[config.mk]
export PLATFORM = sky130hd
export DESIGN_NAME = fft_input_loader
export DESIGN_NICKNAME = d
export VERILOG_FILES = /design/src/rtl/fft_input_loader.sv
export SDC_FILE = /design/constraint.sdc
export NUM_CORES = 1
export LEC_CHECK = 0
export BUFFER_PORTS_ARGS = -buffer_cell sky130_fd_sc_hd__buf_2
export CORE_MARGIN = 1.5
export CORE_UTILIZATION = 45
export DETAILED_ROUTE_END_ITERATION = 7
export PLACE_DENSITY_LB_ADDON = 0.3
export SETUP_SLACK_MARGIN = 0.1
export SLEW_MARGIN = 20
export SYNTH_ARGS = -nofsm -noshare
export SYNTH_HDL_FRONTEND = slang
export SYNTH_SLANG_ARGS = --single-unit
[constraint.sdc]
create_clock -name clk -period 1.8 [get_ports clk]
set_clock_uncertainty 0.05 [all_clocks]
set_input_delay 0.27 -clock clk [delete_from_list [all_inputs] [get_ports clk]]
set_output_delay 0.27 -clock clk [all_outputs]
set_load 0.01 [all_outputs]
[src/rtl/fft_input_loader.sv]
// -----------------------------------------------------------------------------
// fft_input_loader
//
// Front-end loader for the in-place radix-2 FFT core. Complex samples arrive
// over a valid/ready handshake, are sign-extended from IN_WIDTH to bit_width,
// and are written into the shared working memory at the bit-reversed address
// of their index within the frame. After the N-th sample is written, a single
// start pulse is issued to the FFT controller. The loader then refuses input
// until the controller's done level rises.
//
// Ports
//   clk         in   clock, rising edge
//   rst_n       in   asynchronous active-low reset
//   in_valid    in   input sample valid
//   in_re       in   signed real part        [IN_WIDTH-1:0]
//   in_im       in   signed imaginary part   [IN_WIDTH-1:0]
//   in_ready    out  loader accepts a sample this cycle (registered)
//   flush       in   synchronous abort of a partially loaded frame
//   fft_done    in   completion level from the FFT controller
//   mem_we      out  working-memory write enable
//   mem_addr    out  bit-reversed write address; MSB always 0  [SIZE:0]
//   mem_re      out  write data, real part       [bit_width-1:0]
//   mem_im      out  write data, imaginary part  [bit_width-1:0]
//   start_fft   out  one-cycle start pulse to the controller
//   busy        out  high from first accepted sample until FFT completion
//   sample_cnt  out  samples accepted in the current frame (0..N)  [SIZE:0]
// -----------------------------------------------------------------------------
module fft_input_loader #(
  parameter int bit_width = 29,
  parameter int IN_WIDTH  = 16,
  parameter int N         = 16,
  parameter int SIZE      = 4
) (
  input  logic                        clk,
  input  logic                        rst_n,
  input  logic                        in_valid,
  input  logic signed [IN_WIDTH-1:0]  in_re,
  input  logic signed [IN_WIDTH-1:0]  in_im,
  output logic                        in_ready,
  input  logic                        flush,
  input  logic                        fft_done,
  output logic                        mem_we,
  output logic        [SIZE:0]        mem_addr,
  output logic signed [bit_width-1:0] mem_re,
  output logic signed [bit_width-1:0] mem_im,
  output logic                        start_fft,
  output logic                        busy,
  output logic        [SIZE:0]        sample_cnt
);

  typedef enum logic [1:0] {
    ST_LOAD  = 2'd0,
    ST_START = 2'd1,
    ST_WAIT  = 2'd2
  } state_e;

  localparam logic [SIZE:0] LAST_IDX = (SIZE+1)'(N - 1);
  localparam logic [SIZE:0] CNT_ONE  = (SIZE+1)'(1);

  // Mirror the low SIZE bits of the sample index.
  function automatic logic [SIZE-1:0] bitrev(input logic [SIZE-1:0] v);
    logic [SIZE-1:0] r;
    r = '0;
    for (int i = 0; i < SIZE; i++) begin
      r[i] = v[SIZE-1-i];
    end
    return r;
  endfunction

  state_e                      state_q;
  logic                        in_ready_q;
  logic                        mem_we_q;
  logic        [SIZE:0]        mem_addr_q;
  logic signed [bit_width-1:0] mem_re_q;
  logic signed [bit_width-1:0] mem_im_q;
  logic                        start_fft_q;
  logic                        busy_q;
  logic        [SIZE:0]        sample_cnt_q;
  logic                        done_prev_q;

  logic transfer;
  logic last_xfer;
  logic done_rise;

  // A flush in LOAD takes priority over a simultaneous transfer, so the
  // sample presented with flush is dropped.
  assign transfer  = (state_q == ST_LOAD) && in_ready_q && in_valid && !flush;
  assign last_xfer = transfer && (sample_cnt_q == LAST_IDX);

  // Completion is an edge of the done level, not the level itself: a level
  // left high from the previous frame must not end the current wait.
  assign done_rise = fft_done && !done_prev_q;

  // NOTE: sequential state is assigned with non-blocking (<=) so every
  // register samples the pre-edge values of the others, regardless of the
  // statement order inside this block.
  always_ff @(posedge clk or negedge rst_n) begin
    if (!rst_n) begin
      state_q      <= ST_LOAD;
      in_ready_q   <= 1'b0;
      mem_we_q     <= 1'b0;
      mem_addr_q   <= '0;
      mem_re_q     <= '0;
      mem_im_q     <= '0;
      start_fft_q  <= 1'b0;
      busy_q       <= 1'b0;
      sample_cnt_q <= '0;
      done_prev_q  <= 1'b0;
    end else begin
      done_prev_q <= fft_done;
      // Strobes default low; address and data hold their last value.
      mem_we_q    <= 1'b0;
      start_fft_q <= 1'b0;

      case (state_q)
        ST_LOAD: begin
          // in_ready is 0 for the first cycle after reset release, then 1.
          in_ready_q <= 1'b1;
          if (flush) begin
            sample_cnt_q <= '0;
            busy_q       <= 1'b0;
          end else if (transfer) begin
            mem_we_q     <= 1'b1;
            mem_addr_q   <= {1'b0, bitrev(sample_cnt_q[SIZE-1:0])};
            // Signed size cast: sign extension, no shift, no saturation.
            mem_re_q     <= bit_width'(in_re);
            mem_im_q     <= bit_width'(in_im);
            sample_cnt_q <= sample_cnt_q + CNT_ONE;
            busy_q       <= 1'b1;
            if (last_xfer) begin
              state_q    <= ST_START;
              in_ready_q <= 1'b0;
            end
          end
        end

        // The last write is on the memory port during this cycle; the start
        // pulse is registered here so it appears in the following cycle,
        // after the whole frame is in memory.
        ST_START: begin
          in_ready_q  <= 1'b0;
          start_fft_q <= 1'b1;
          state_q     <= ST_WAIT;
        end

        // Flush is ignored here: a running FFT is never aborted.
        ST_WAIT: begin
          in_ready_q <= 1'b0;
          if (done_rise) begin
            state_q      <= ST_LOAD;
            in_ready_q   <= 1'b1;
            sample_cnt_q <= '0;
            busy_q       <= 1'b0;
          end
        end

        default: begin
          state_q    <= ST_LOAD;
          in_ready_q <= 1'b0;
        end
      endcase
    end
  end

  assign in_ready   = in_ready_q;
  assign mem_we     = mem_we_q;
  assign mem_addr   = mem_addr_q;
  assign mem_re     = mem_re_q;
  assign mem_im     = mem_im_q;
  assign start_fft  = start_fft_q;
  assign busy       = busy_q;
  assign sample_cnt = sample_cnt_q;

endmodule

==> summary.md <==
| Metric | Value |
|---|---|
| Run status | finished, final reports clean |
| Setup ws final | 0.209 ns |
| Core Region | 4410 um2 |
| H-tree Lvls | 2 |
| Register area share after synthesis | 57.3% |
| Root Buffer | clkbuf_8 |
| Max Slew Vio Count | 0 |
| Yosys warns | 0 |
| Power Density | 945 nW/um2 |
| Crit path kind | register to register |
| ANT nets after route | 0 |
| Filler cells | 380 |
| Met3 Routed Length | 340 um |
| ANT cells | 0 |
| Min-Delay Path Class | input pin to register |
| Highest routed layer | met4 |
| Grt total ovfl | 0 |
| Full die area | 5070 um2 |
| P_int | 1.79 mW |
| Tmin final | 1.59 ns |
| Violation count after the first detailed-route iteration | 56 |
| CTS tree | yes |
| Placed Area | 2510 um2 |
| Switch share | 27.5% |
| Crit-path slowest cell | dfrtp_1 |
| Num CTS Buffers | 5 |
| Layout cell share with drive strength beyond 1 | 68.0% |
| Worst setup startpoint | state_q[0] |
| Maximum clock rate | 0.629 GHz |
| Avg Cell Area, Syn | 14.6 um2 |
| Post-route setup TNS | 0 ns |
| Max Cap Violations | 0 |
| Sequential share of power | 51.3% |
| Vias per inst | 4.77 |
| Met1 WL | 1450 um |
| Post-DP HPWL | 2670 um |
| Area leader, netlist | dfrtp_1 |
| I/O Pins | 109 |
| Clock buffer depth | 2 |
| Drt drc | 0 |
| Worst slack at placement | 0.203 ns |
| Site Rows | 24 |
| Share of the synthesized area in the top cell type | 57.3% |
| Post-CTS Setup Repair Bufs | 0 |
| Final WL | 3530 um |
| Via count | 1351 |
| CP required | 1.93 ns |
| Total track usage | 14.2% |
| CTS Sinks | 48 |
| Final nets | 269 |
| Met2 wire length | 1730 um |
| Crit Path Max Fanout | 22 |
| Psw | 678 uW |
| Effective utilization at floorplan | 47.4% |
| GPL Wtd Cong | 0.709 |
| Combinational share of power | 21.9% |
| Flops & latches, synth | 48 |
| RSZ-0062 raised after global routing | false |
| Die Y | 71.2 um |
| R2R Setup Slk | 0.21 ns |
| Register Area | 1200 um2 |
| Final setup violating endpoints | 0 |
| Distinct cells, synth | 22 |
| Footprint of the multi-input gates | 642 um2 |
| Reg2reg end | mem_addr[0] |
| CP endpoint kind | register |
| End point of the critical path | mem_addr[0] |
| Static leakage | 1.36 nW |
| Endpoints failing hold | 0 |
| Syn-to-layout area delta | 24.8% |
| First-pass GRT wire length | 5670 um |
| Core Util, Final | 59.2% |
| Number of port buffers | 107 |
| Final hold slack | 0.0610 ns |
| Vias in the first global route | 1324 |
| Initial antenna violation count | 0 |
| Wire length per cell | 12.5 um |
| First-pass DRT Iterations | 4 |
| Clock input transition at the sequential cells of the worst setup and hold paths | 0.08 ns |
| Peak supply drop | 0.000566 V |
| Synth area leaders | dfrtp_1 57%, mux2_2 20%, buf_4 9.7% |
| CP startpoint kind | register |
| Depth of the worst register-to-register path | 4 |
| R2r startpoint | state_q[0] |
| Crit-path cells | nand4bb_4, nor2_4, buf_12, mux2_2 |
| Cell Area, Synth | 2090 um2 |
| Arrival time worst endpoint | 1.72 ns |
| Worst-Skew Late Latency | 0.30 ns |
| Cells after Synth | 143 |
| Fin crit share | 88.4% |
| Post-route cell area | 2610 um2 |
| Critical path's largest stage delay | 0.43 ns |
| Syn Nets | 182 |
| Clock power frac | 26.8% |
| Largest net degree at the start of global routing | 30 |
| Die X | 71.2 um |
cells in the final DEF (no fill, tap or decap), types with 2 or more instances in the layout:
cell type,count
clkbuf_8,6
buf_2,107
ha_1,2
buf_12,3
and3_1,2
mux2_2,37
nor4b_1,2
a221o_1,2
dfrtp_1,48
nor2b_1,4
a21o_1,3
layer usage:
layer | global-route usage [%] | up-vias
li1 | - | 645
met1 | 16.3 | 639
met2 | 24.5 | 65
met3 | 5.63 | 2
met4 | 4.61 | 0
met5 | 0 | -
cell usage after synthesis (all sizes together):
library cell and instances:
a21oi 1, mux2 37, inv 1, and3 2, nor2b 4, nand4bb 2
conb 1, nor2 1, buf 31, a221o 2, o31ai 1, o31a 1
a22o 1, nor4b 2, a21o 3, dfrtp 48, ha 2, nor3 1
nor3b 1, nand2b 1
power by group through the flow:
stage | combinational (mW) | clock (mW) | sequential [mW]
6_report | 0.541 | 0.661 | 1.27
5_1_grt | 0.586 | 0.735 | 1.29
4_1_cts | 0.552 | 0.694 | 1.27
3_5_place_dp | 0.550 | 0 | 1.29
3_3_place_gp | 0.543 | 0 | 1.29
2_1_floorplan | 0.320 | 0 | 1.35
worst min path at each step:
stage	start	cells after the start	to
floorplan	rst_n	0	busy
global placement	rst_n	1	mem_im[10]
detailed placement	rst_n	1	mem_im[10]
CTS	fft_done	1	done_prev_q
global route	fft_done	1	done_prev_q
finish	fft_done	1	done_prev_q
metrics by stage:
| step | std cells | power [mW] |
|---|---|---|
| finish | 283 | 2.47 |
| global route | 283 | 2.61 |
| CTS | 283 | 2.52 |
| detailed placement | 274 | 1.84 |
| global placement | 274 | 1.83 |
| floorplan | 143 | 1.67 |
kinds of logic (layout without fill, tap and decap cells):
kind of cell	count (synthesis)	count (layout)	synth area share, %
DFF	48	48	57.3
muxes	37	37	19.9
buffers and inverters	32	120	12.0
and+or+nand+nor	14	14	5.91
AOI/OAI and AO/OA	9	9	3.46
adders and majority gates	2	2	1.19
other	1	1	0.179
what timing repair did:
item                                   CTS  global route
resized for setup                        0             0
hold buffers                             1             0
endpoints found under the hold margin   19             0
setup endpoints to repair                0             0
final cells by class:
class	instances	share of cell area (%)
Tap cell	52	2.49
Clock buffer	6	3.16
Clock inverter	2	0.527
Inverter	1	0.144
Sequential cell	48	46.0
Multi-Input combinational cell	63	24.6
Timing Repair Buffer	111	23.2
flip-flops by register name, indices dropped and copies added, names as in the netlist:
| signal | cells |
|---|---|
| start_fft | 1 |
| in_ready | 1 |
| done_prev_q | 1 |
| mem_addr | 4 |
| mem_we | 1 |
| mem_im | 16 |
| mem_re | 16 |
| state_q | 2 |
| sample_cnt | 5 |
| busy | 1 |
critical path: cells and delay by family, from the launching register on:
kind | cells | cell delay (ns)
AND/OR/NAND/NOR | 2 | 0.46
multiplexers | 1 | 0.34
flip-flops | 1 | 0.43
buffers and inverters | 1 | 0.19
Power figures use the tool's default switching activity.
